`src/rtl/ycr_dmem_tcm_splitter.sv`:
```
// ycr_dmem_tcm_splitter: routes core dmem requests to TCM or external port and returns responses in order.
// Define YCR_DMEM_MISALIGN_ERR_EN to answer misaligned accesses locally with RDY_ER.
module ycr_dmem_tcm_splitter #(
    parameter logic [31:0] TCM_ADDR_MASK    = 32'hFFFF_F800,
    parameter logic [31:0] TCM_ADDR_PATTERN = 32'h0C48_0000
) (
    input  logic        clk,
    input  logic        rst_n,
    input  logic        core_dmem_req,
    output logic        core_dmem_req_ack,
    input  logic        core_dmem_cmd,
    input  logic [1:0]  core_dmem_width,
    input  logic [31:0] core_dmem_addr,
    input  logic [31:0] core_dmem_wdata,
    output logic [31:0] core_dmem_rdata,
    output logic [1:0]  core_dmem_resp,
    output logic        tcm_dmem_req,
    input  logic        tcm_dmem_req_ack,
    output logic        tcm_dmem_cmd,
    output logic [1:0]  tcm_dmem_width,
    output logic [31:0] tcm_dmem_addr,
    output logic [31:0] tcm_dmem_wdata,
    input  logic [31:0] tcm_dmem_rdata,
    input  logic [1:0]  tcm_dmem_resp,
    output logic        ext_dmem_req,
    input  logic        ext_dmem_req_ack,
    output logic        ext_dmem_cmd,
    output logic [1:0]  ext_dmem_width,
    output logic [31:0] ext_dmem_addr,
    output logic [31:0] ext_dmem_wdata,
    input  logic [31:0] ext_dmem_rdata,
    input  logic [1:0]  ext_dmem_resp
);
    localparam logic [1:0] TAG_TCM = 2'b00, TAG_EXT = 2'b01, TAG_ERR = 2'b10;
    localparam logic [1:0] RESP_NOTRDY = 2'd0, RESP_ER = 2'd2;
    logic [1:0]  tags [2];
    logic        wr_ptr, rd_ptr;
    logic [1:0]  count;
    logic        hit_tcm, blk, full, empty, push, pop;
    logic [1:0]  head, head_resp, push_tag;
    logic [31:0] head_rdata;
    assign hit_tcm = (core_dmem_addr & TCM_ADDR_MASK) == TCM_ADDR_PATTERN;
`ifdef YCR_DMEM_MISALIGN_ERR_EN
    assign blk = (core_dmem_width == 2'b01 && core_dmem_addr[0]) ||
                 (core_dmem_width == 2'b10 && core_dmem_addr[1:0] != 2'b00);
`else
    assign blk = 1'b0;
`endif
    assign full  = count == 2'd2;
    assign empty = count == 2'd0;
    assign {tcm_dmem_cmd, tcm_dmem_width, tcm_dmem_addr, tcm_dmem_wdata} =
           {core_dmem_cmd, core_dmem_width, core_dmem_addr, core_dmem_wdata};
    assign {ext_dmem_cmd, ext_dmem_width, ext_dmem_addr, ext_dmem_wdata} =
           {core_dmem_cmd, core_dmem_width, core_dmem_addr, core_dmem_wdata};
    always_comb begin
        tcm_dmem_req      = rst_n & core_dmem_req & ~full & ~blk & hit_tcm;
        ext_dmem_req      = rst_n & core_dmem_req & ~full & ~blk & ~hit_tcm;
        core_dmem_req_ack = rst_n & core_dmem_req & ~full &
                            (blk | (hit_tcm ? tcm_dmem_req_ack : ext_dmem_req_ack));
        push              = core_dmem_req_ack;
        push_tag          = blk ? TAG_ERR : hit_tcm ? TAG_TCM : TAG_EXT;
        head              = tags[rd_ptr];
        head_resp         = head == TAG_TCM ? tcm_dmem_resp : head == TAG_EXT ? ext_dmem_resp : RESP_ER;
        head_rdata        = head == TAG_TCM ? tcm_dmem_rdata : head == TAG_EXT ? ext_dmem_rdata : 32'd0;
        core_dmem_resp    = (rst_n & ~empty) ? head_resp : RESP_NOTRDY;
        core_dmem_rdata   = (rst_n & ~empty) ? head_rdata : 32'd0;
        pop               = ~empty & (head_resp != RESP_NOTRDY);
    end
    // full is registered, so a pop at full only frees a slot for the next cycle
    always_ff @(posedge clk or negedge rst_n) begin
        if (!rst_n) begin
            tags[0] <= TAG_TCM;
            tags[1] <= TAG_TCM;
            wr_ptr  <= 1'b0;
            rd_ptr  <= 1'b0;
            count   <= 2'd0;
        end else begin
            if (push) begin
                tags[wr_ptr] <= push_tag;
                wr_ptr       <= ~wr_ptr;
            end
            if (pop) rd_ptr <= ~rd_ptr;
            count <= count + 2'(push) - 2'(pop);
        end
    end
endmodule

```
`config.mk`:
```
export PLATFORM = sky130hd
export DESIGN_NAME = ycr_dmem_tcm_splitter
export DESIGN_NICKNAME = d
export VERILOG_FILES = /design/src/rtl/ycr_dmem_tcm_splitter.sv
export SDC_FILE = /design/constraint.sdc
export NUM_CORES = 1
export LEC_CHECK = 0
export CAP_MARGIN = 0
export CORE_AREA = 2 2 119 121
export DETAILED_ROUTE_END_ITERATION = 8
export DIE_AREA = 0 0 121 123
export PLACE_DENSITY = 0.68
export SLEW_MARGIN = 20
export SYNTH_ARGS = -nofsm -noshare
export SYNTH_HDL_FRONTEND = slang
export SYNTH_SLANG_ARGS = --single-unit
```
`constraint.sdc`:
```
create_clock -name clk -period 4.3 [get_ports clk]
set_input_delay 0.86 -clock clk [delete_from_list [all_inputs] [get_ports clk]]
set_output_delay 0.86 -clock clk [all_outputs]
set_load 0.01 [all_outputs]
```
# ---- After elaboration in Yosys (flattened, before gate mapping)
# Index checks and enable logic that the tools add are counted.
dict set report op_classes {
  mux 14
  reduce_logical 4
  eq_ne 3
  magnitude_cmp 3
  n_addsub 2
  bitwise_logic 14
}
# op count
set op_table {}
lappend op_table {{32-bit two-way mux} 3}
lappend op_table {{21-bit by 17-bit == test with 1-bit output (second input constant)} 1}
lappend op_table {{2-bit two-way mux} 7}
lappend op_table {{1-bit AND} 7}
lappend op_table {{1-bit NOT} 5}
lappend op_table {{4-bit bitwise mux} 1}
lappend op_table {{2-bit >= comparator (second input constant)} 2}
lappend op_table {{2-bit zero test} 2}
lappend op_table {{1-bit NOT with 2-bit output} 2}
lappend op_table {{2-bit by 1-bit adder with 2-bit output} 1}
lappend op_table {{2-bit demux with 1-bit select} 1}
lappend op_table {{2-bit by 1-bit == test with 1-bit output (second input constant)} 1}
lappend op_table {{2-bit == test (second input constant)} 1}
lappend op_table {{2-bit by 1-bit < comparator with 1-bit output (second input constant)} 1}
lappend op_table {{1-bit two-way mux} 2}
lappend op_table {{2-bit nonzero test} 1}
lappend op_table {{2-bit by 1-bit subtractor with 2-bit output} 1}
lappend op_table {{1-bit logical AND} 1}
dict set report word_totals {
  in_bits 140
  elab_cells 45
  out_inout_bits 171
  ff_bits 8
}

# ---- Depth between registers and ports, before layout
# Gate-level depths: netlist (run 1).
dict set report logic_depth {
  word_depth 10
  depth_mapped 8
}

# ---- Least setup slack after synthesis (run 1)
# Ideal clock, no wire load.
dict set report synth_timing {
  path_type {input port to output port}
  start {input port core_dmem_addr[12]}
  end {output port core_dmem_req_ack}
  arrival_ns 1.864
  path_slack_ns 1.576
  stages 4
  required_time_ns 3.440
  path_cell_list {nor4_1 -> nand3b_1 -> or3_1 -> a21oi_2}
}
dict set report synth_between {
  elab_chain_len 3
}
# item line
set synth_rtl {}
lappend synth_rtl {{start, declared} 13} ;# input logic [31:0] core_dmem_addr,
lappend synth_rtl {{21-bit by 17-bit == test with 1-bit output} 42} ;# assign hit_tcm = (core_dmem_addr & TCM_ADDR_MASK) == TCM_ADDR_PATTERN;
lappend synth_rtl {{1-bit two-way mux} 59} ;# (blk | (hit_tcm ? tcm_dmem_req_ack : ext_dmem_req_ack));
lappend synth_rtl {{1-bit AND} 58} ;# core_dmem_req_ack = rst_n & core_dmem_req & ~full &
lappend synth_rtl {{end, declared} 10} ;# output logic core_dmem_req_ack,
# Every way passes these cells.

# ---- Final worst setup path (run 1)
dict set report layout_timing {
  start {input port core_dmem_addr[15]}
  end {output port core_dmem_req_ack}
}
# Same word-level chain as after synthesis.

==> results of run 1 <==
[worst reg2reg max path: cells and delay by family, from the launching register on]
family          cells  cell delay [ns]
buf+inv             1             0.04
compound gates      1             0.44
mux                 1             0.65
flops               1             0.43
xor+xnor            2             0.30
fa+ha+maj           2             0.46
[report_power, final]
part	internal [W]	switching, W	leakage, nW
combinational	0.000266	0.000181	0.970
sequential	0.0000780	0.0000198	0.0640
clock	0.000119	0.0000321	0.0370
[logic make-up after synthesis]
| group | share of synthesized area |
|---|---|
| AOI/OAI and AO/OA | 0.127 |
| xor gates and xnor gates | 0.0186 |
| DFF | 0.0796 |
| adders and majority gates | 0.0133 |
| and+or+nand+nor | 0.192 |
| muxes | 0.0113 |
| buffers and inverters | 0.559 |
[placed cells by master (no fill, tap or decap), drive strengths merged, types with 2 or more instances in the layout]
cell           Yosys  layout
nor4b              2       2
clkdlybuf4s50      0     172
or3                2       2
buf              136       3
a21oi             36      36
ha                 2       2
nor2               2       2
inv                4       4
o21ai              5       5
clkbuf             7       3
xnor2              3       3
dfrtp              6       6
nand2             71      71
nor4               2       2
a31oi              2       2
[layout make-up]
type	instances	area (µm²)
Tap cell	180	225
Timing Repair Buffer	175	1740
Inverter	4	15.0
Clock buffer	3	75.1
Sequential cell	6	150
Fill cell	1508	10700
Multi-Input combinational cell	137	694
[state kept, by name (all words and copies together), names as in the netlist]
signal	cells
tags	2
wr_ptr	1
rd_ptr	1
count	2
[per-layer routing]
layer  part of all wire  GRT usage  wire length [µm]
met5                  0          0                 0
met4              0.059     0.0531               401
met3               0.13     0.0355               859
met2               0.45      0.131              3030
met1               0.37     0.0913              2510
[worst max path at each step]
stage / from / endpoint / slack, ns / depth (start not counted)
after global routing: core_dmem_addr[15] / core_dmem_req_ack / 0.20 / 6
after CTS: core_dmem_addr[23] / core_dmem_req_ack / 0.36 / 6
after global placement: core_dmem_addr[23] / core_dmem_req_ack / 0.38 / 6
final: core_dmem_addr[15] / core_dmem_req_ack / 0.43 / 6
after floorplan: core_dmem_addr[12] / core_dmem_req_ack / 1.58 / 4
after detailed placement: core_dmem_addr[15] / core_dmem_req_ack / 0.37 / 6
[per-stage QoR]
stage / cells / power, W / hold WS [ns] / utilization
2_1_floorplan: 290 / 0.000375 / 0.480 / -
3_3_place_gp: 502 / 0.000547 / 0.514 / 0.208
3_5_place_dp: 502 / 0.000551 / 0.520 / 0.208
4_1_cts: 505 / 0.000707 / 0.525 / 0.213
5_1_grt: 505 / 0.000745 / 0.551 / 0.213
6_report: 505 / 0.000696 / 0.521 / 0.213
==> flow_metrics.tcl, run 1 <==
set metrics [dict create \
    antenna_found_initial 0 \
    r2r-start "rd_ptr$_DFFE_PN0P_" \
    ant_nets 0 \
    slew_viol_final 0 \
    ys_seq_elements 6 \
    irDropWorstVdd_v 0.000170 \
    hold_viol_final 0 \
    ctsHtreeMaxLevel 1 \
    drv_cap 0 \
    vias 1781 \
    required_ns 3.44 \
    start_util 0.139 \
    pre_cts_ws_ns 0.368 \
    n_antenna_cell 0 \
    cpLargestDelayFamily "buffers and inverters" \
    num_rows 43 \
    placed_area_um2 2830 \
    synth-edff-count 0 \
    grt_pass1_wl_mm 9.59 \
    worstMarginPinSlew_ns 0.738 \
    viasPerCell 3.53 \
    die_x_um 121 \
    postCtsSetupBuffers 0 \
    ctsHoldBuffers 0 \
    grt_use_total 0.0828 \
    max_clock_freq_ghz 0.259 \
    whs_path_depth 1 \
    first_iter_violations 32 \
    cp_cell_sequence "clkdlybuf4s50_1 -> nor4_1 -> nand4_1 -> or3_1 -> a21oi_2 -> clkdlybuf4s50_1" \
    synth_top_flop_cell "dfrtp_1" \
    reg2regPathDepth 7 \
    startpoint_type "input port" \
    min_to "count[1]$_DFF_PN0_" \
    grt_max_degree 36 \
    syn_nets 432 \
    min_period_over_period 0.899 \
    yosysWarningCount 0 \
    drt-total-wl_mm 6.81 \
    critPathCaptureType "primary output" \
    design_area_um2 2900 \
    ys_async_sr_fraction 1.00 \
    cts_tree "yes" \
    worstSetupPathType "in2out" \
    crit_arrival_ns 3.01 \
    path_buf_inv 2 \
    period_minus_slack_ns 3.87 \
    crit_path_top_delay_cell "clkdlybuf4s50_1" \
    cts_buffers 3 \
    area_growth_pct 53.9 \
    synth-seq-area-share 0.0796 \
    netlist-cell-type-count 26 \
    nNetsFinal 469 \
    worst_skew_pair.late_latency_ns 0.23 \
    min_from "count[1]$_DFF_PN0_" \
    power_density_nw_per_um2 240 \
    cts_sinks 6 \
    relSlewSlack 0.497 \
    syn_avg_cell_area_um2 6.51 \
    die_area_um2 14900 \
    portBuffers 172 \
    die_h_um 123 \
    grt_pass1_vias 1744 \
    route.detailed.drc 0 \
    drive_above_1_share 0.0369 \
    wl_per_cell_um 13.5 \
    ctsResizeCount 0 \
    hpwl_mm 5.62 \
    cp_max_fo 4 \
    synth_top_area_cell "buf_4" \
    clockBufferDepth 2 \
    synthCells 290 \
    setup_slack_ns 0.434 \
    grt_overflow 0 \
    critPathMaxStageDelay_ns 0.58 \
    synth.top_cell.area_share 0.533 \
    grt_setup_unrepaired "no" \
    hp-class "reg2reg" \
    crit_top_cell "clkdlybuf4s50_1" \
    clock_skew_ns 0.00221 \
    yosysMostFrequentCell "buf_4" \
    setup_viol 0 \
    firstDrtPassIters 6 \
    regToRegSetupSlack_ns 1.92 \
    num_io_pins 311 \
    finalWeightedCongestion 0.708 \
    cts_root_buf "clkbuf_16" \
    synthTopCellsByArea "buf_4, nand2_1, a21oi_1, dfrtp_1, nor4b_2" \
    path_clk_slew_ns 0.03 \
    r2r_end "count[1]$_DFF_PN0_" \
    synth_common_cells "buf_4, nand2_1, a21oi_1" \
    finalSetupTns_ns 0 \
    leakage_nw 1.07 \
    core_area_um2 13600 \
    synth.cell_area_um2 1890 \
    status "finished clean" \
]
No activity file was read; power rests on OpenSTA's default activity.
==> inputs of run 2 (changes only) <==
==> constraint.sdc (replaced) <==
create_clock -name clk -period 4.66 [get_ports clk]
set_input_delay 0.932 -clock clk [delete_from_list [all_inputs] [get_ports clk]]
set_output_delay 0.932 -clock clk [all_outputs]
set_load 0.01 [all_outputs]
==> run 2 against run 1 <==
Routed wire length down 0.16%; worst hold slack improved by 0.011 ns; global-route usage rose by 0.16 points; utilization unchanged; setup slack improved by 0.20 ns; combinational power fell by 7.8%; clock skew is 0.0019 ns lower; register-to-register slack better by 0.34 ns; sequential share of layout area is the same; critical path type unchanged; largest power group unchanged; highest routed layer unchanged.
==> flow_metrics.tcl, run 2 (synthesized netlist as in run 1, its figures left out) <==
set metrics [dict create \
    status "finished clean" \
    die_x_um 121 \
    hp-class "reg2reg" \
    drv_cap 0 \
    p_seq_frac 0.143 \
    ant_nets 0 \
    max_clock_freq_ghz 0.248 \
    min_from "count[1]$_DFF_PN0_" \
    route.detailed.drc 0 \
    setup_viol 0 \
    grt_pass1_wl_mm 9.67 \
    slew_viol_final 0 \
    cts_tree "yes" \
    critPathCaptureType "primary output" \
    crit_arrival_ns 3.09 \
    hold_viol_final 0 \
    hpwl_mm 5.57 \
    r2r-start "rd_ptr$_DFFE_PN0P_" \
    relSlewSlack 0.418 \
    hold_ws_ns 0.531 \
    sw_frac_of_total 0.335 \
    vias 1806 \
    ctsHoldBuffers 0 \
    num_rows 43 \
    die_area_um2 14900 \
    wl_per_cell_um 13.5 \
    grt_max_degree 36 \
    period_minus_slack_ns 4.03 \
    path_clk_slew_ns 0.03 \
    drive_above_1_share 0.0369 \
    total_power_w 0.000642 \
    power_density_nw_per_um2 221 \
    portBuffers 172 \
    viasPerCell 3.58 \
    core_area_um2 13600 \
    antenna_found_initial 0 \
    min_to "count[1]$_DFF_PN0_" \
    top_regs "count (2), tags (2)" \
    regToRegSetupSlack_ns 2.26 \
    worstSetupPathType "in2out" \
    combinationalPowerShare 0.642 \
    reg2regPathDepth 8 \
    finalWeightedCongestion 0.717 \
    n_antenna_cell 0 \
    ctsResizeCount 0 \
    clock_skew_ns 0.000297 \
    worst_skew_pair.late_latency_ns 0.23 \
    nNetsFinal 469 \
    ctsHtreeMaxLevel 1 \
    grt_setup_unrepaired "no" \
    r2r_end "count[1]$_DFF_PN0_" \
    worstMarginPinSlew_ns 0.855 \
    cts_sinks 6 \
    leakage_nw 1.07 \
    final_common_cell "clkdlybuf4s50_1" \
    postCtsSetupBuffers 0 \
    num_io_pins 311 \
    drt-total-wl_mm 6.80 \
    p_switching_w 0.000215 \
    clockPowerShare 0.216 \
    min_period_over_period 0.864 \
    cts_buffers 3 \
    clockBufferDepth 2 \
    layout_common_cells "clkdlybuf4s50_1, nand2_1, a21oi_1" \
    cts_root_buf "clkbuf_16" \
    startpoint_type "input port" \
    start_util 0.139 \
    area_growth_pct 53.9 \
    grt_pass1_vias 1778 \
    die_h_um 123 \
    grt_overflow 0 \
    grt_use_total 0.0845 \
    irDropWorstVdd_v 0.000173 \
    cp_max_fo 4 \
    whs_path_depth 1 \
    firstDrtPassIters 4 \
    required_ns 3.73 \
    intPower_w 0.000427 \
    first_iter_violations 54 \
    fillCellCount 1501 \
    finalSetupTns_ns 0 \
]
-- run 2: worst max path at each step --
| stage | cells after the start | from | to | slack, ns |
|---|---|---|---|---|
| 2_1_floorplan | 4 | core_dmem_addr[12] | core_dmem_req_ack | 1.79 |
| 3_3_place_gp | 6 | core_dmem_addr[23] | core_dmem_req_ack | 0.60 |
| 3_5_place_dp | 6 | core_dmem_addr[23] | core_dmem_req_ack | 0.57 |
| 4_1_cts | 6 | core_dmem_addr[23] | core_dmem_req_ack | 0.56 |
| 5_1_grt | 6 | core_dmem_addr[15] | core_dmem_req_ack | 0.47 |
| 6_report | 6 | core_dmem_addr[23] | core_dmem_req_ack | 0.63 |
-- run 2: layer usage --
| metal | GRT usage | vias to the layer above | wire length [µm] |
|---|---|---|---|
| met1 | 0.0921 | 767 | 2470 |
| met5 | 0 | - | 0 |
| met4 | 0.0574 | 0 | 412 |
| met2 | 0.131 | 129 | 3020 |
| li1 | - | 869 | - |
| met3 | 0.0387 | 41 | 894 |
-- run 2: power by group through the flow --
stage	Sequential [W]	Clock, W	Combinational [W]
after CTS	0.0000919	0.000141	0.000419
after floorplan	0.0000847	0	0.000262
after detailed placement	0.0000913	0	0.000415
after global routing	0.0000949	0.000147	0.000451
after global placement	0.0000903	0	0.000415
final	0.0000916	0.000138	0.000412
-- run 2: layout make-up --
cell class                      instances  area, µm²  area share
Timing Repair Buffer                  175       1740       0.601
Clock buffer                            3       75.1      0.0259
Multi-Input combinational cell        137        694       0.239
Inverter                                4       15.0     0.00517
Sequential cell                         6        150      0.0517
Tap cell                              180        225      0.0776
-- run 2: worst max-delay path, cell delays in order --
cell and delay (ns):
clkdlybuf4s50_1 0.45, nor4b_2 0.33, nand4_1 0.22, or3_1 0.37
a21oi_2 0.21, clkdlybuf4s50_1 0.58
-- run 2: stage by stage --
stage / std cells / worst slack, ns / area [µm²] / utilization
after floorplan: 290 / 1.79 / 1890 / -
after global placement: 502 / 0.595 / 2830 / 0.208
after detailed placement: 502 / 0.573 / 2830 / 0.208
after CTS: 505 / 0.563 / 2900 / 0.213
after global routing: 505 / 0.467 / 2900 / 0.213
final: 505 / 0.634 / 2900 / 0.213
